File: src/rtl/sm83_alu_if.sv
// Request/response bundle between the sequencer and the slice-serial SM83 ALU.
// The master issues operations and flag loads; the slave returns result, flags and status.
interface sm83_alu_if #(
    parameter int unsigned WIDTH = 8
);
    logic             start;
    logic [3:0]       op;
    logic [WIDTH-1:0] a;
    logic [WIDTH-1:0] b;
    logic             flag_ld;
    logic [3:0]       flags_in;
    logic             busy;
    logic             done;
    logic [WIDTH-1:0] res;
    logic [3:0]       flags;

    modport master (
        output start, op, a, b, flag_ld, flags_in,
        input  busy, done, res, flags
    );

    modport slave (
        input  start, op, a, b, flag_ld, flags_in,
        output busy, done, res, flags
    );
endinterface

File: src/rtl/sm83_alu_seq.sv
// Slice-serial SM83 ALU: arithmetic/logic ops run SLICE bits per beat with a chained carry;
// rotates, shifts and DAA finish in one cycle. Flags {Z,N,H,C} are registered.
module sm83_alu_seq #(
    parameter int unsigned WIDTH = 8,
    parameter int unsigned SLICE = 4
) (
    input logic       CLK,
    input logic       RESET,
    sm83_alu_if.slave bus
);
    localparam int unsigned BEATS = WIDTH / SLICE;
    localparam int unsigned BW    = (BEATS > 1) ? $clog2(BEATS) : 1;
    localparam int unsigned HBEAT = 3 / SLICE;
    localparam int unsigned HBIT  = 3 % SLICE;

    typedef enum logic [0:0] {StIdle, StRun} state_e;

    state_e           state_q;
    logic [BW-1:0]    beat_q;
    logic [WIDTH-1:0] a_q, b_q, res_q;
    logic [2:0]       op_q;
    logic             cy_q, zero_q, h_q, busy_q, done_q;
    logic [3:0]       flags_q;

    // Slice datapath for the running op
    logic [SLICE-1:0] sa, sb, sum, slice;
    logic             c, h_n, zero_n, is_sub;
    logic [WIDTH-1:0] res_n;
    logic [3:0]       rflags;

    always_comb begin
        is_sub = (op_q == 3'd2) || (op_q == 3'd3) || (op_q == 3'd7);
        sa     = a_q[SLICE-1:0];
        sb     = is_sub ? ~b_q[SLICE-1:0] : b_q[SLICE-1:0];
        c      = cy_q;
        h_n    = h_q;
        sum    = '0;
        for (int j = 0; j < int'(SLICE); j++) begin
            sum[j] = sa[j] ^ sb[j] ^ c;
            c      = (sa[j] & sb[j]) | (c & (sa[j] ^ sb[j]));
            if (beat_q == BW'(HBEAT) && j == int'(HBIT)) h_n = c;
        end
        unique case (op_q)
            3'd4:    slice = sa & b_q[SLICE-1:0];
            3'd5:    slice = sa ^ b_q[SLICE-1:0];
            3'd6:    slice = sa | b_q[SLICE-1:0];
            default: slice = sum;
        endcase
        zero_n = zero_q & (slice == '0);
        res_n  = res_q;
        if (op_q != 3'd7) begin
            for (int i = 0; i < int'(BEATS); i++) begin
                if (beat_q == BW'(i)) res_n[i*SLICE +: SLICE] = slice;
            end
        end
        unique case (op_q)
            3'd4:             rflags = {zero_n, 1'b0, 1'b1, 1'b0};
            3'd5, 3'd6:       rflags = {zero_n, 3'b000};
            3'd2, 3'd3, 3'd7: rflags = {zero_n, 1'b1, ~h_n, ~c};
            default:          rflags = {zero_n, 1'b0, h_n, c};
        endcase
    end

    // Single-cycle ops and carry-in selection, evaluated on the issue cycle
    logic [3:0]       fl_eff;
    logic             cin_eff, cin0, sc;
    logic [WIDTH-1:0] sres;
    logic [7:0]       lo, corr;
    logic [3:0]       sflags;

    always_comb begin
        fl_eff  = bus.flag_ld ? bus.flags_in : flags_q;
        cin_eff = fl_eff[0];
        unique case (bus.op[2:0])
            3'd1:       cin0 = cin_eff;
            3'd2, 3'd7: cin0 = 1'b1;
            3'd3:       cin0 = ~cin_eff;
            default:    cin0 = 1'b0;
        endcase
        sres = bus.a;
        sc   = 1'b0;
        lo   = bus.a[7:0];
        corr = 8'h00;
        unique case (bus.op)
            4'd8:  begin sres = {bus.a[WIDTH-2:0], bus.a[WIDTH-1]}; sc = bus.a[WIDTH-1]; end
            4'd9:  begin sres = {bus.a[0], bus.a[WIDTH-1:1]};       sc = bus.a[0];       end
            4'd10: begin sres = {bus.a[WIDTH-2:0], cin_eff};        sc = bus.a[WIDTH-1]; end
            4'd11: begin sres = {cin_eff, bus.a[WIDTH-1:1]};        sc = bus.a[0];       end
            4'd12: begin sres = {bus.a[WIDTH-2:0], 1'b0};           sc = bus.a[WIDTH-1]; end
            4'd13: begin sres = {bus.a[WIDTH-1], bus.a[WIDTH-1:1]}; sc = bus.a[0];       end
            4'd15: begin sres = {1'b0, bus.a[WIDTH-1:1]};           sc = bus.a[0];       end
            4'd14: begin
                sc = fl_eff[0];
                if (!fl_eff[2]) begin
                    if (fl_eff[0] || lo > 8'h99) begin
                        corr = corr | 8'h60;
                        sc   = 1'b1;
                    end
                    if (fl_eff[1] || lo[3:0] > 4'h9) corr = corr | 8'h06;
                    lo = lo + corr;
                end else begin
                    if (fl_eff[0]) corr = corr | 8'h60;
                    if (fl_eff[1]) corr = corr | 8'h06;
                    lo = lo - corr;
                end
                sres[7:0] = lo;
            end
            default: sres = bus.a;
        endcase
        sflags = {sres == '0, (bus.op == 4'd14) ? fl_eff[2] : 1'b0, 1'b0, sc};
    end

    always_ff @(posedge CLK) begin
        if (RESET) begin
            state_q <= StIdle;
            beat_q  <= '0;
            a_q     <= '0;
            b_q     <= '0;
            op_q    <= '0;
            cy_q    <= 1'b0;
            zero_q  <= 1'b0;
            h_q     <= 1'b0;
            res_q   <= '0;
            flags_q <= '0;
            busy_q  <= 1'b0;
            done_q  <= 1'b0;
        end else begin
            done_q <= 1'b0;
            unique case (state_q)
                StIdle: begin
                    if (bus.flag_ld) flags_q <= bus.flags_in;
                    if (bus.start) begin
                        if (bus.op[3]) begin
                            res_q   <= sres;
                            flags_q <= sflags;
                            done_q  <= 1'b1;
                        end else begin
                            // res starts as a so CP can leave it untouched
                            a_q     <= bus.a;
                            b_q     <= bus.b;
                            op_q    <= bus.op[2:0];
                            cy_q    <= cin0;
                            zero_q  <= 1'b1;
                            h_q     <= 1'b0;
                            beat_q  <= '0;
                            res_q   <= bus.a;
                            busy_q  <= 1'b1;
                            state_q <= StRun;
                        end
                    end
                end
                StRun: begin
                    a_q    <= a_q >> SLICE;
                    b_q    <= b_q >> SLICE;
                    cy_q   <= c;
                    zero_q <= zero_n;
                    h_q    <= h_n;
                    res_q  <= res_n;
                    beat_q <= beat_q + BW'(1);
                    if (beat_q == BW'(BEATS - 1)) begin
                        flags_q <= rflags;
                        done_q  <= 1'b1;
                        busy_q  <= 1'b0;
                        state_q <= StIdle;
                    end
                end
                default: state_q <= StIdle;
            endcase
        end
    end

    assign bus.busy  = busy_q;
    assign bus.done  = done_q;
    assign bus.res   = res_q;
    assign bus.flags = flags_q;
endmodule

File: src/flat_wrapper.sv
// flat-port wrapper written by rule: the top's interface ports become plain ports
module sm83_alu_seq_flat 
#(
    parameter int unsigned WIDTH = 8,
    parameter int unsigned SLICE = 4
)
  (CLK, RESET, bus_start, bus_op, bus_a, bus_b, bus_flag_ld, bus_flags_in, bus_busy, bus_done, bus_res, bus_flags);
  sm83_alu_if #(.WIDTH(WIDTH)) bus_i ();
  input logic CLK;
  input logic RESET;
  input wire logic [$bits(bus_i.start)-1:0] bus_start;
  input wire logic [$bits(bus_i.op)-1:0] bus_op;
  input wire logic [$bits(bus_i.a)-1:0] bus_a;
  input wire logic [$bits(bus_i.b)-1:0] bus_b;
  input wire logic [$bits(bus_i.flag_ld)-1:0] bus_flag_ld;
  input wire logic [$bits(bus_i.flags_in)-1:0] bus_flags_in;
  output wire logic [$bits(bus_i.busy)-1:0] bus_busy;
  output wire logic [$bits(bus_i.done)-1:0] bus_done;
  output wire logic [$bits(bus_i.res)-1:0] bus_res;
  output wire logic [$bits(bus_i.flags)-1:0] bus_flags;
  assign bus_i.start = bus_start;
  assign bus_i.op = bus_op;
  assign bus_i.a = bus_a;
  assign bus_i.b = bus_b;
  assign bus_i.flag_ld = bus_flag_ld;
  assign bus_i.flags_in = bus_flags_in;
  assign bus_busy = bus_i.busy;
  assign bus_done = bus_i.done;
  assign bus_res = bus_i.res;
  assign bus_flags = bus_i.flags;
  sm83_alu_seq #(.WIDTH(WIDTH), .SLICE(SLICE)) u_core (.CLK(CLK), .RESET(RESET), .bus(bus_i));
endmodule
File: config.mk
export PLATFORM = sky130hd
export DESIGN_NAME = sm83_alu_seq_flat
export DESIGN_NICKNAME = d
export VERILOG_FILES = /design/src/rtl/sm83_alu_if.sv /design/src/rtl/sm83_alu_seq.sv /design/src/flat_wrapper.sv
export SDC_FILE = /design/constraint.sdc
export NUM_CORES = 1
export LEC_CHECK = 0
export BUFFER_PORTS_ARGS = -buffer_cell sky130_fd_sc_hd__buf_2
export CAP_MARGIN = 10
export CELL_PAD_IN_SITES_DETAIL_PLACEMENT = 1
export CELL_PAD_IN_SITES_GLOBAL_PLACEMENT = 2
export CORE_UTILIZATION = 30
export DETAILED_ROUTE_END_ITERATION = 8
export PLACE_DENSITY_LB_ADDON = 0.1
export SETUP_SLACK_MARGIN = 0.1
export SLEW_MARGIN = 15
export SYNTH_ARGS = -nofsm -noshare
export SYNTH_HDL_FRONTEND = slang
export SYNTH_SLANG_ARGS = --single-unit
File: constraint.sdc
create_clock -name CLK -period 3.9 [get_ports CLK]
set_clock_uncertainty 0.2 [all_clocks]
set_input_delay 0.78 -clock CLK [delete_from_list [all_inputs] [get_ports CLK]]
set_output_delay 0.78 -clock CLK [all_outputs]
set_load 0.005 [all_outputs]
# ---- Word-level counts from Yosys, hierarchy flattened
# Cells that the tools add are included.
dict set report word_totals {
  reg_bits 38
  latchBits 0
  ram_bits 0
  rom_bits 0
  input_bits 28
  output_inout_bits 14
  elab_cells 144
  mem_count 0
}
dict set report classes {
  add_sub_neg 3
  n_mul 0
  div_mod_pow 0
  n_lt_le_gt_ge 2
  eq_ne 24
  shift 0
  mux 56
  bitwise 30
  reduce_logical 16
}
# cell n
set op_table {}
lappend op_table {{8-bit two-way mux} 12}
lappend op_table {{8-bit one-hot mux with 8 select lines} 1}
lappend op_table {{8-bit one-hot mux with 2 select lines} 3}
lappend op_table {{4-bit equality test, second input constant} 8}
lappend op_table {{4-bit two-way mux} 7}
lappend op_table {{1-bit two-way mux} 17}
lappend op_table {{3-bit equality test, second input constant} 5}
lappend op_table {{7-bit two-way mux} 2}
lappend op_table {{1-bit one-hot mux with 2 select lines} 7}
lappend op_table {{3-bit by 2-bit equality test with 1-bit output, second input constant} 4}
lappend op_table {{4-bit one-hot mux with 3 select lines} 1}
lappend op_table {{3-bit AND reduction} 4}
lappend op_table {{2-bit != test, second input constant} 5}
lappend op_table {{1-bit AND} 9}
lappend op_table {{3-bit one-hot mux with 3 select lines} 1}
lappend op_table {{8-bit adder} 1}
lappend op_table {{8-bit greater-than comparator, second input constant} 1}
lappend op_table {{8-bit logical NOT} 1}
lappend op_table {{4-bit one-hot mux with 2 select lines} 1}
lappend op_table {{8-bit subtractor} 1}
lappend op_table {{1-bit XOR} 8}
lappend op_table {{3-bit two-way mux} 2}
lappend op_table {{1-bit one-hot mux with 3 select lines} 2}
lappend op_table {{3-bit OR reduction} 2}
lappend op_table {{15 further kinds} 26}

# ---- Longest topological paths before layout
dict set report logic_depth {
  depth_word 18
  mapped_depth 14
  mapped_depth_nobuf 13
}

# ---- Least setup slack after synthesis
# No wires, ideal clock.
dict set report synth_path {
  path_kind {register to register}
  from {reg u_core.op_q[0]}
  to {reg u_core.flags_q[3] (netlist: u_core.bus.flags[3])}
  setup_ns 0.096
  arrival_time_ns 3.743
  required_time_ns 3.604
  path_slack_ns -0.139
  path_stages_with_launch 15
  path_buffers 1
  synth_period_minus_slack_ns 4.039
  path_cell_list {dfxtp_1 > clkbuf_1 > nand2b_1 > nand2_1 > xnor2_1 > fa_1 > inv_1 > fa_1 > fa_1 > fa_1 > a2bb2oi_1 > a32o_1 > or4_1 > a31o_2 > o41ai_2}
}
dict set report synth_via {
  elab_chain_len 17
  word_cells_on_any_way 31
  classes_between {eq/ne (6); mux (4); bitwise (18); reduce/logical (3)}
}
# element line_no
set synth_rtl {}
lappend synth_rtl {{start, declared} sm83_alu_seq.sv:21} ;# logic [2:0] op_q;
lappend synth_rtl {{start signal, assigned} sm83_alu_seq.sv:141} ;# op_q <= bus.op[2:0];
lappend synth_rtl {{3-bit by 2-bit equality test with 1-bit output} sm83_alu_seq.sv:32} ;# is_sub = (op_q == 3'd2) || (op_q == 3'd3) || (op_q == 3'd7);
lappend synth_rtl {{1-bit logical OR (2 in a row)} sm83_alu_seq.sv:32}
lappend synth_rtl {{4-bit two-way mux} sm83_alu_seq.sv:34} ;# sb = is_sub ? ~b_q[SLICE-1:0] : b_q[SLICE-1:0];
lappend synth_rtl {{1-bit XOR} {sm83_alu_seq.sv:39, sm83_alu_seq.sv:40}}
lappend synth_rtl {{1-bit AND} sm83_alu_seq.sv:40} ;# c = (sa[j] & sb[j]) | (c & (sa[j] ^ sb[j]));
lappend synth_rtl {{1-bit OR} sm83_alu_seq.sv:40}
lappend synth_rtl {{1-bit AND} sm83_alu_seq.sv:40}
lappend synth_rtl {{1-bit OR} sm83_alu_seq.sv:40}
lappend synth_rtl {{1-bit AND} sm83_alu_seq.sv:40}
lappend synth_rtl {{1-bit OR} sm83_alu_seq.sv:40}
lappend synth_rtl {{1-bit XOR} sm83_alu_seq.sv:39} ;# sum[j] = sa[j] ^ sb[j] ^ c;
lappend synth_rtl {{4-bit one-hot mux with 3 select lines (*)} sm83_alu_seq.sv:43} ;# unique case (op_q)
lappend synth_rtl {{4-bit logical NOT (*)} sm83_alu_seq.sv:49} ;# zero_n = zero_q & (slice == '0);
lappend synth_rtl {{1-bit AND (*)} sm83_alu_seq.sv:49}
lappend synth_rtl {{4-bit two-way mux (*)} sm83_alu_seq.sv:160} ;# if (beat_q == BW'(BEATS - 1)) begin
lappend synth_rtl {{4-bit one-hot mux with 2 select lines (*)} sm83_alu_seq.sv:129} ;# unique case (state_q)
lappend synth_rtl {{end signal, assigned} sm83_alu_seq.sv:131} ;# if (bus.flag_ld) flags_q <= bus.flags_in;
lappend synth_rtl {{end signal, assigned} sm83_alu_seq.sv:135} ;# flags_q <= sflags;
lappend synth_rtl {{end signal, assigned} sm83_alu_seq.sv:161} ;# flags_q <= rflags;
lappend synth_rtl {{end, declared} sm83_alu_seq.sv:23} ;# logic [3:0] flags_q;
# Every way passes the cells marked *; elsewhere a longest branch is shown, timed or not. The select of a mux whose other input is x is not followed.
# A chain may end at the register's enable or synchronous reset.

# ---- Final worst setup path
# Ends and elaborated chain as after synthesis.

==> run_results.csv <==
group,metric,value,unit
outcome,run_status,"finished clean",
grt,global_route.usage.total,0.2028,
finish,finish.net_count,489,
logic_synthesis,synth_largest_area_cell,"dfxtp_1",
grt,antenna_found_initial,0,
worst_setup_path,crit_start_category,"flip-flop",
routing,first_pass_iters,4,
logic_synthesis,synth.net_count,450,
floorplanning,fp.dieArea,10210,sq um
routing,totalWireLength,9841,um
power,ir_drop,134.9,uV
routing,detailroute.via_count,2966,
routing,drc,0,
worst_setup_path,path_cells,"nand2b_4, nand2_2, xnor2_2, fa_1, inv_1, fa_2, fa_2, fa_1, a2bb2oi_1, a32o_1, or4_1, a31o_2, o41ai_2",
worst_setup_path,setup.worst_path.start,"u_core.op_q[0]",
clocking,clk_pin_slew,90,ps
clocking,cts_made_buffers,5,
finish,post_layout_nonfiller_instances,570,
floorplanning,initial_core_util,0.3139,
finish,multi_input_comb_area,2026,sq um
power,leakagePower,1.452,nW
worst_hold_path,holdCritStartpoint,"u_core.bus.res[5]",
worst_setup_path,critical_path.endpoint_type,"flip-flop",
clocking,cts.path.max_buffers,2,
timing,final-max-slew-violation-count,0,
timing,max_slew_margin,0.3989,
clocking,cts.hold.buffers_added,0,
worst_setup_path,path_delay_family,"adder cells",
clocking,h-tree-depth,2,
timing,tightestPinTransition,900.5,ps
grt,first_global_vias,2920,
finish,design_area,3478,sq um
clocking,cts.root.buffer_cell,"clkbuf_8",
logic_synthesis,ys.warnings.count,0,
clocking,worstSkewPairLatency,290,ps
timing,grt_setup_unrepaired,"false",
grt,grt_start_max_net_pins,31,
timing,min_period_over_period,0.9426,
clocking,post_cts_buffers,0,
logic_synthesis,synth.top_cell.area_share,0.2586,
routing,drt-initial-drc-count,93,
worst_setup_path,crit-reg2reg-launch,"u_core.op_q[0]",
grt,grt_first_pass_wirelength,15760,um
placed_design,dpl_cell_area,3329,sq um
logic_synthesis,yosys_register_bits,38,
timing,final_period_demand_of_the_worst_path,3676,ps
routing,remaining_antenna_violation_count,0,
worst_setup_path,critical_path_required,3900,ps
placed_design,dpl_hpwl,7798,um
floorplanning,top_level_pins,42,
logic_synthesis,synth_async_sr_flop_share,0,
worst_setup_path,worstPathBufferInverterCount,1,
placed_design,place_ws,21.39,ps
clocking,cts_tree,"built",
logic_synthesis,avgSynthCellArea,7.336,sq um
run,maxCapViolations,0,
logic_synthesis,syn-cell-area,2942,sq um
finish,final_core_util,0.3712,
routing,drt-vias-per-instance,5.204,
placed_design,io_buffers,41,
worst_setup_path,critical-path-slowest-cell,"fa_1",
timing,timing_hold_violations_final,0,
finish,area_delta_synth_final,18.25,%
grt,grt_overflow,0,
worst_setup_path,critical_path_class,"flip-flop to flip-flop",
logic_synthesis,synth-edff-count,0,
floorplanning,row_count,35,
placed_design,placed_cells,562,
routing,avgRoutedWirePerCell,17.26,um
floorplanning,die_height,101.0,um
logic_synthesis,yosys-top-cells-area,"dfxtp_1, a21oi_1, nand2_1",
logic_synthesis,netlist-cell-type-count,61,
clocking,clkSinkCount,38,
logic_synthesis,syn-instance-count,401,
logic_synthesis,synth-main-ff-cell,"dfxtp_1",
timing,fin_setup_tns,0,ps
finish,ff_latch_area,760.7,sq um
timing,postLayoutSetupSlackWorst,223.9,ps
worst_setup_path,arrival_time_of_the_worst_setup_path,3680,ps
logic_synthesis,yosysSeqAreaShare,0.2586,
finish,antenna_cells,0,
worst_hold_path,timing.hold.worst.class,"flip-flop to flip-flop",
finish,drive_gt1_frac,0.1995,
timing,fmax,272.0,MHz
placed_design,gp_congestion,0.8521,
floorplanning,core_region_area,9371,sq um
worst_setup_path,crit_path_max_incr_delay,530,ps
power,power_density,348.4,nW/um^2
worst_setup_path,cp_max_fo,3,
floorplanning,fp.dieW,101.0,um
timing,setup-violations-final,0,
finish,fill_cells,1226,
## state kept, by name (all words and copies together), names as in the netlist, 3 cells and up
signal            count
u_core.a_q            8
u_core.b_q            8
u_core.bus.flags      4
u_core.bus.res        8
u_core.op_q           3
## metal layers
layer	vias up	global-route usage	wire length [um]
li1	1490	-	-
met1	1428	0.2898	5007
met2	46	0.3314	4516
met3	2	0.02288	272
met4	0	0.03344	45
met5	-	0	0
## synthesized netlist by cell type (6+ instances only)
| master | number |
|---|---|
| a21oi_1 | 51 |
| clkbuf_1 | 14 |
| dfxtp_1 | 38 |
| ha_1 | 17 |
| inv_1 | 20 |
| nand2_1 | 60 |
| nand2b_1 | 10 |
| nand3_1 | 6 |
| nor2_1 | 42 |
| nor2b_1 | 9 |
| o211ai_1 | 9 |
| o21ai_0 | 19 |
## layout by cell type (no fill, tap or decap), types with 2 or more instances in the layout
master / count
o2111ai_1: 3
a31o_2: 3
fa_2: 2
a221oi_1: 3
o211ai_1: 9
nand3b_1: 2
a2bb2oi_1: 2
or4_1: 2
clkbuf_8: 5
mux2i_1: 5
o21ai_0: 19
o211a_1: 4
nand2_1: 59
nand3_1: 6
and3_1: 4
o21a_1: 5
inv_1: 20
xnor2_1: 4
a21oi_1: 51
mux2_2: 5
buf_2: 41
fa_1: 2
ha_1: 17
bufinv_16: 2
a22oi_1: 3
a211oi_1: 3
dfxtp_1: 38
nor2_1: 42
o21ai_1: 2
buf_4: 15
or2_2: 5
nor2b_1: 9
nor3_1: 5
o22ai_1: 3
o31ai_1: 2
nand2b_1: 9
## kinds of logic (layout without fill, tap and decap cells)
logic type,after synthesis,count (layout),share of synthesized area
adders and majority gates,21,21,0.09953
AOI/OAI and AO/OA,123,123,0.2676
DFF,38,38,0.2586
buffers and inverters,44,84,0.06252
and+or+nand+nor,158,158,0.2527
muxes,11,11,0.04126
xor gates and xnor gates,6,6,0.01786
## stage by stage
step | hold WS [ps] | total power [W]
after floorplan | 236.7 | 0.0006846
after global placement | 237.5 | 0.0008020
after detailed placement | 249.5 | 0.0008059
after CTS | 261.6 | 0.001222
after global routing | 292.7 | 0.001285
final | 258.5 | 0.001212
## where the power goes
group	internal (W)	switching [W]	total (W)	leakage [nW]
clock network	0.000257	0.000156	0.000413	0.0683
logic	0.000153	0.000208	0.000361	1.07
registers	0.000414	0.0000248	0.000438	0.312
total	0.000823	0.000389	0.00121	1.45
## path summary, 6_finish.rpt
| check | to | slack [ps] | cells after the start |
|---|---|---|---|
| worst min-delay path | u_core.bus.res[5] | 260 | 2 |
| worst min register to register | u_core.bus.res[5] | 260 | 2 |
| worst max-delay path | u_core.bus.flags[3] | 220 | 13 |
| worst max register to register | u_core.bus.flags[3] | 220 | 13 |
## what timing repair did
item,4_1_cts,5_1_grt
cloned,0,0
endpoints found under the hold margin,0,0
gates resized for setup,1,2
pin swaps,0,2
setup endpoints to repair,1,2
## layout make-up
class                           instances  area share
Multi-Input combinational cell        319      0.5824
Sequential cell                        38      0.2187
Timing Repair Buffer                   56     0.09137
Tap cell                              129     0.04640
Inverter                               20     0.02158
Clock buffer                            5     0.01978
Clock inverter                          3     0.01978
## worst reg2reg max path: cells and delay by family, from the launching register on
family | cells | cell delay [ps]
fa+ha+maj | 4 | 1460
simple gates | 3 | 710
flops | 1 | 330
compound gates | 4 | 640
xor+xnor | 1 | 190
buf+inv | 1 | 60
Power figures use the tool's default switching activity.
